## src/rtl/alu_issue_ctrl.sv

```systemverilog
// alu_issue_ctrl: front-end controller for the combinational datapath ALU.
// Decodes one instruction slice into ALU operands/select, captures the ALU
// result and zero flag, resolves BEQ/BNE, and hands the result downstream
// over a valid/ready handshake.
module alu_issue_ctrl #(
  parameter int Bits = 64
) (
  input  logic            clk,
  input  logic            rst,
  input  logic            in_valid,
  output logic            in_ready,
  input  logic [6:0]      opcode,
  input  logic [2:0]      funct3,
  input  logic [6:0]      funct7,
  input  logic [Bits-1:0] rs1_val,
  input  logic [Bits-1:0] rs2_val,
  input  logic [Bits-1:0] imm,
  output logic [Bits-1:0] alu_a,
  output logic [Bits-1:0] alu_b,
  output logic [1:0]      alu_sel,
  input  logic [Bits-1:0] alu_result,
  input  logic            alu_zero,
  output logic            out_valid,
  input  logic            out_ready,
  output logic [Bits-1:0] out_result,
  output logic            out_zero,
  output logic            branch_taken,
  output logic            illegal
);

  typedef enum logic [1:0] {IDLE, EXEC, DONE} state_t;
  // What the EXEC stage must do with the ALU outputs.
  typedef enum logic [1:0] {K_ALU, K_BEQ, K_BNE, K_ILL} kind_t;

  localparam logic [1:0] SEL_ADD = 2'b00;
  localparam logic [1:0] SEL_SUB = 2'b01;
  localparam logic [1:0] SEL_AND = 2'b10;
  localparam logic [1:0] SEL_OR  = 2'b11;

  localparam logic [6:0] OP_R      = 7'b0110011;
  localparam logic [6:0] OP_I      = 7'b0010011;
  localparam logic [6:0] OP_LOAD   = 7'b0000011;
  localparam logic [6:0] OP_STORE  = 7'b0100011;
  localparam logic [6:0] OP_BRANCH = 7'b1100011;

  state_t          state;
  kind_t           kind;
  kind_t           dec_kind;
  logic [1:0]      dec_sel;
  logic [Bits-1:0] dec_b;
  logic            accept;

  // Ready is a pure function of state and downstream ready, never of in_valid.
  assign in_ready = (state == IDLE) | ((state == DONE) & out_ready);
  assign accept   = in_valid & in_ready;

  // Instruction decode into ALU select, operand B source and result handling.
  always_comb begin
    // NOTE: every output gets a default first so no path leaves it unassigned,
    // which would otherwise infer a latch.
    dec_sel  = SEL_ADD;
    dec_b    = rs2_val;
    dec_kind = K_ILL;
    unique case (opcode)
      OP_R: begin
        if (funct7 == 7'b0000000) begin
          case (funct3)
            3'b000:  begin dec_sel = SEL_ADD; dec_kind = K_ALU; end
            3'b111:  begin dec_sel = SEL_AND; dec_kind = K_ALU; end
            3'b110:  begin dec_sel = SEL_OR;  dec_kind = K_ALU; end
            default: ;
          endcase
        end else if (funct7 == 7'b0100000 && funct3 == 3'b000) begin
          dec_sel  = SEL_SUB;
          dec_kind = K_ALU;
        end
      end
      OP_I: begin
        case (funct3)
          3'b000:  begin dec_sel = SEL_ADD; dec_b = imm; dec_kind = K_ALU; end
          3'b111:  begin dec_sel = SEL_AND; dec_b = imm; dec_kind = K_ALU; end
          3'b110:  begin dec_sel = SEL_OR;  dec_b = imm; dec_kind = K_ALU; end
          default: ;
        endcase
      end
      OP_LOAD, OP_STORE: begin
        if (funct3 == 3'b011) begin
          dec_sel  = SEL_ADD;
          dec_b    = imm;
          dec_kind = K_ALU;
        end
      end
      OP_BRANCH: begin
        case (funct3)
          3'b000:  begin dec_sel = SEL_SUB; dec_kind = K_BEQ; end
          3'b001:  begin dec_sel = SEL_SUB; dec_kind = K_BNE; end
          default: ;
        endcase
      end
      default: ;
    endcase
  end

  // Issue FSM: latch operands on accept, capture ALU outputs in EXEC, hold in DONE.
  always_ff @(posedge clk or posedge rst) begin
    if (rst) begin
      state        <= IDLE;
      kind         <= K_ALU;
      alu_a        <= '0;
      alu_b        <= '0;
      alu_sel      <= SEL_ADD;
      out_valid    <= 1'b0;
      out_result   <= '0;
      out_zero     <= 1'b0;
      branch_taken <= 1'b0;
      illegal      <= 1'b0;
    end else begin
      // NOTE: non-blocking assignments so every register samples pre-edge
      // values regardless of statement order.
      if (accept) begin
        alu_a   <= rs1_val;
        alu_b   <= dec_b;
        alu_sel <= dec_sel;
        kind    <= dec_kind;
      end
      case (state)
        IDLE: begin
          if (accept) state <= EXEC;
        end
        EXEC: begin
          out_result   <= (kind == K_ILL) ? '0 : alu_result;
          out_zero     <= (kind != K_ILL) & alu_zero;
          branch_taken <= ((kind == K_BEQ) & alu_zero) |
                          ((kind == K_BNE) & ~alu_zero);
          illegal      <= (kind == K_ILL);
          out_valid    <= 1'b1;
          state        <= DONE;
        end
        DONE: begin
          if (out_ready) begin
            out_valid <= 1'b0;
            state     <= in_valid ? EXEC : IDLE;
          end
        end
        default: state <= IDLE;
      endcase
    end
  end

endmodule

```

## config.mk

```make
export PLATFORM = sky130hd
export DESIGN_NAME = alu_issue_ctrl
export DESIGN_NICKNAME = d
export VERILOG_FILES = /design/src/rtl/alu_issue_ctrl.sv
export SDC_FILE = /design/constraint.sdc
export NUM_CORES = 1
export LEC_CHECK = 0
export CORE_AREA = 5 5 180 182
export DETAILED_ROUTE_END_ITERATION = 8
export DIE_AREA = 0 0 185 187
export PLACE_DENSITY_LB_ADDON = 0.15
export SYNTH_ARGS = -nofsm -noshare
export SYNTH_HDL_FRONTEND = slang
export SYNTH_SLANG_ARGS = --single-unit
```

## constraint.sdc

```tcl
create_clock -name clk -period 8.35 [get_ports clk]
set_input_delay 1.67 -clock clk [delete_from_list [all_inputs] [get_ports clk]]
set_output_delay 1.67 -clock clk [all_outputs]
set_load 0.02 [all_outputs]
```

==> impl.org <==
** Synthesis
- Post-synthesis simple-gate area fraction :: 16.8%
- Share of synthesized cell area in full adder, half adder and majority cells :: 0%
- Average cell area after synthesis :: 11.4 um^2
- Synthesis warning total :: 0
- Number of register bits inferred by synthesis :: a little over 200
- Cell count after synthesis :: 709
- Sequential element share of the synthesized area :: around 63%
- Combinational family with the most area after synthesis :: compound AO/OA/AOI/OAI gates
- The synthesized netlist occupies a cell area of 8060 um^2.
- Compound-gate portion of the synthesized area :: between 15 and 20%
- Syn nets :: 987
- Yosys mapped the design onto 38 distinct sky130hd cell types.
- Fraction of synthesized area in multiplexers :: less than 1%
- Post-synthesis xor/xnor area fraction :: 0%

** STA
- Worst-margin pin slew :: a little under 1 ns
- Between clock sinks in the finished design, the worst skew comes to 0.00854 ns.
- The number of slew-limit violations in the final report came to 0.
- Subtracting the final worst setup slack from the clock period gives 4.63 ns.
- After routing, the total negative slack on setup checks comes to 0 ns.
- Final critical-path share of the clock period :: between 50 and 60%
- Max Clk Rate :: 0.216 GHz
- The hold violation total from the final report is 0.
- The worst pin sits at a relative slew slack of 34.4%.
- Final setup vio count :: 0
- Hold slack :: 0.471 ns
- Setup repair after global routing left no endpoint under its margin.

** Floorplanning
- Standard-cell rows :: 64
- Die height :: 187 um
- The die covers 34600 um^2.
- CORE AREA :: 30400 um^2
- Floorplan die width :: 185 um
- Number of placed I/O pins :: 477
- Once the floorplan was initialized, standard cells occupied 26.5% of the core.

** Power and ir drop
- In this run the power spent charging and discharging nets is approximately 1000 uW.
- Power density of the placed cells :: about 240 nW/um^2
- The internal power of the cells totals 2390 uW.
- Net switching share of the total power :: 30.5%
- Fraction of power consumed by sequential logic :: about 36%
- Clock group share of total power :: 32.9%
- In this run, the combinational gates consume 30.9% of the power.
- IR analysis of the VDD net gives a maximum drop of approximately 0.12 mV.
- Summed over all cells, the static leakage comes to 0.00615 uW.

** Outcome
- Status :: finished clean

** Min path
- Hold/Removal Path Class :: reg -> reg
- Min-Delay Path Depth :: 2

** Place
- Detailed placement HPWL :: between 20000 and 25000 um
- Routability-driven placement finished with a final weighted congestion of about 0.75.
- The placed instances occupy a cell area of 13200 um^2.
- Number of buffers added on ports :: 476

** Setup path
- Slowest CP cell :: sky130_fd_sc_hd__clkdlybuf4s50_1
- Sort of element at the end of the critical path :: output port
- Maximum fanout count along the critical path :: 2
- Arrival time of the worst setup path :: just under 3 ns
- Critical Path, Cell by Cell :: clkdlybuf4s50_1 -> inv_1 -> a21oi_1 -> clkdlybuf4s50_1
- By instance count, the cell type seen most on the critical path is sky130_fd_sc_hd__clkdlybuf4s50_1.
- Worst EP required :: roughly 6.7 ns
- In this design, the stage delay of the slowest critical-path cell is 0.62 ns.
- Worst setup SP type :: input port
- Startpoint-to-endpoint class of the critical path :: in -> out
- On the critical path the largest part of the delay comes from buffers and inverters.
- The worst register-to-register path has a depth of 6.
- Counting both buffers and inverters, the worst setup path holds a total of 3.
- Logic depth of the worst path, buffers included :: 4

** Detailed routing
- Routed Wire Length :: roughly 32000 um
- DR vias/cell :: 4.63
- Final routed DRC violation total :: 0
- Via Count :: 7346
- Routed length per instance :: around 20 um
- Remaining antenna violation count :: 0
- Initial drt markers :: 336
- Before antenna repair, the detailed router went through 6 iterations.

** Finish
- Area growth, synth to finish :: 74.3%
- Commonest cells after routing, fill and taps aside :: 476 x sky130_fd_sc_hd__clkdlybuf4s50_1, 202 x sky130_fd_sc_hd__dfrtp_1, 200 x sky130_fd_sc_hd__nand2_1, 65 x sky130_fd_sc_hd__a22o_1
- The post-route netlist has 4.71% of its cells at a drive strength greater than 1.
- Nets :: approximately 1400
- After routing the design area is between 10000 and 15000 um^2.
- Most frequent standard cell in the layout excluding fill and tap cells :: sky130_fd_sc_hd__clkdlybuf4s50_1
- Final-layout fill cell count :: approximately 2900

** Clock network
- In this run the deepest clock path goes through 3 buffers.
- For this design, the CTS-stage hold fixing added 0 buffers.
- Skew-Pair Late Insertion Delay :: 0.51 ns
- Clock buffer count from CTS :: 25
- PostCTS Resize Cnt :: 0
- Clock tree synthesis found a total of 202 sinks.
- Root buffer selected by CTS :: sky130_fd_sc_hd__clkbuf_16
- The number of setup buffers added after CTS is 0.
- CTS H-Tree Depth :: 1
- Clock transition at path regs :: roughly 0.06 ns
- CTS tree :: yes

** Global routing
- The first global-routing pass estimated 48800 um of wire.
- Vias in the first global route :: 7937
- Aggregate global routing overflow :: 0
- Entering global routing, the biggest net connects 138 pins.
- The initial antenna violation count came to 5.
- Global router's overall resource usage :: 18.0%

** Job
- Number of max-cap violations :: 0
## worst reg2reg max path: stages (launching register included)
cell and delay (ns):
sky130_fd_sc_hd__dfrtp_1 0.45, sky130_fd_sc_hd__nor2b_1 0.22, sky130_fd_sc_hd__nand2_4 0.37, sky130_fd_sc_hd__inv_2 0.54, sky130_fd_sc_hd__buf_4 0.51, sky130_fd_sc_hd__o41ai_1 0.18
sky130_fd_sc_hd__o32a_1 0.35
## state kept, by name, indices dropped and copies added, names as in the netlist
signal        cells
out_zero          1
branch_taken      1
state             2
illegal           1
alu_sel           2
kind              2
alu_b            64
out_valid         1
alu_a            64
out_result       64
## Yosys cell counts (all sizes together)
library cell	count	area (um^2)
a2111oi	2	36.3
a211oi	1	7.51
a21o	1	7.51
a21oi	6	30.0
a221o	63	631
a22o	65	569
a311oi	1	8.76
a31oi	3	18.8
a32o	1	10.0
and2	64	402
and3b	1	8.76
and4b	1	10.0
buf	15	109
clkbuf	34	128
clkinv	1	3.75
dfrtp	202	5050
inv	5	18.8
mux2	1	11.3
nand2	201	754
nand2b	4	25.0
nand3	3	15.0
nand4	1	6.26
nand4bb	2	22.5
nor2	10	37.5
nor2b	4	25.0
nor3	3	15.0
nor4	2	12.5
nor4bb	1	10.0
o21ai	6	30.0
o31ai	1	7.51
o32a	1	10.0
o41ai	2	17.5
or3	1	6.26
## per-stage QoR
step	instances	power [uW]	setup slack, ns	utilization (%)
global placement	1539	2330	3.72	43.3
global route	1585	3620	3.70	46.1
CTS	1584	3500	3.72	46.1
finish	1588	3440	3.72	46.2
detailed placement	1539	2340	3.73	43.3
floorplan	709	1730	1.17	-
## layer usage
layer	up-vias	wire (um)	global-route usage (%)
li1	3437	-	-
met4	8	578	3.78
met2	343	15800	31.2
met1	3515	12000	20.6
met3	43	3900	7.76
met5	-	53	0
## cell families after synthesis
logic type	Yosys count
flip-flops	202
AO/OA/AOI/OAI	153
multiplexers	1
buffers and inverters	55
AND/OR/NAND/NOR	298
## path summary, 6_finish.rpt
path	start	end	slack (ns)
setup / recovery	out_ready	in_ready	3.72
hold / removal	alu_a[23]	alu_a[23]	0.47
setup reg to reg	state[0]	alu_b[40]	5.63
hold reg to reg	alu_a[23]	alu_a[23]	0.47
max in group asynchronous	rst	alu_b[9]	5.12
min in group asynchronous	rst	out_result[45]	1.80
## power by group through the flow
stage	logic (uW)	registers [uW]	clock network, uW
3_5_place_dp	1080	1260	0
4_1_cts	1080	1250	1170
3_3_place_gp	1080	1260	0
5_1_grt	1140	1270	1210
6_report	1060	1250	1130
2_1_floorplan	266	1470	0
## area by class of cell
cell class	count	area (um^2)	area share [%]
antenna	4	10.0	0.0713
tap	396	495	3.53
inverter	6	30.0	0.214
multi-input combinational	452	2780	19.8
clock buffer	33	686	4.88
timing repair buffer	483	4820	34.3
clock inverter	12	173	1.23
sequential	202	5050	36.0
(Power assumes the default switching activity.)
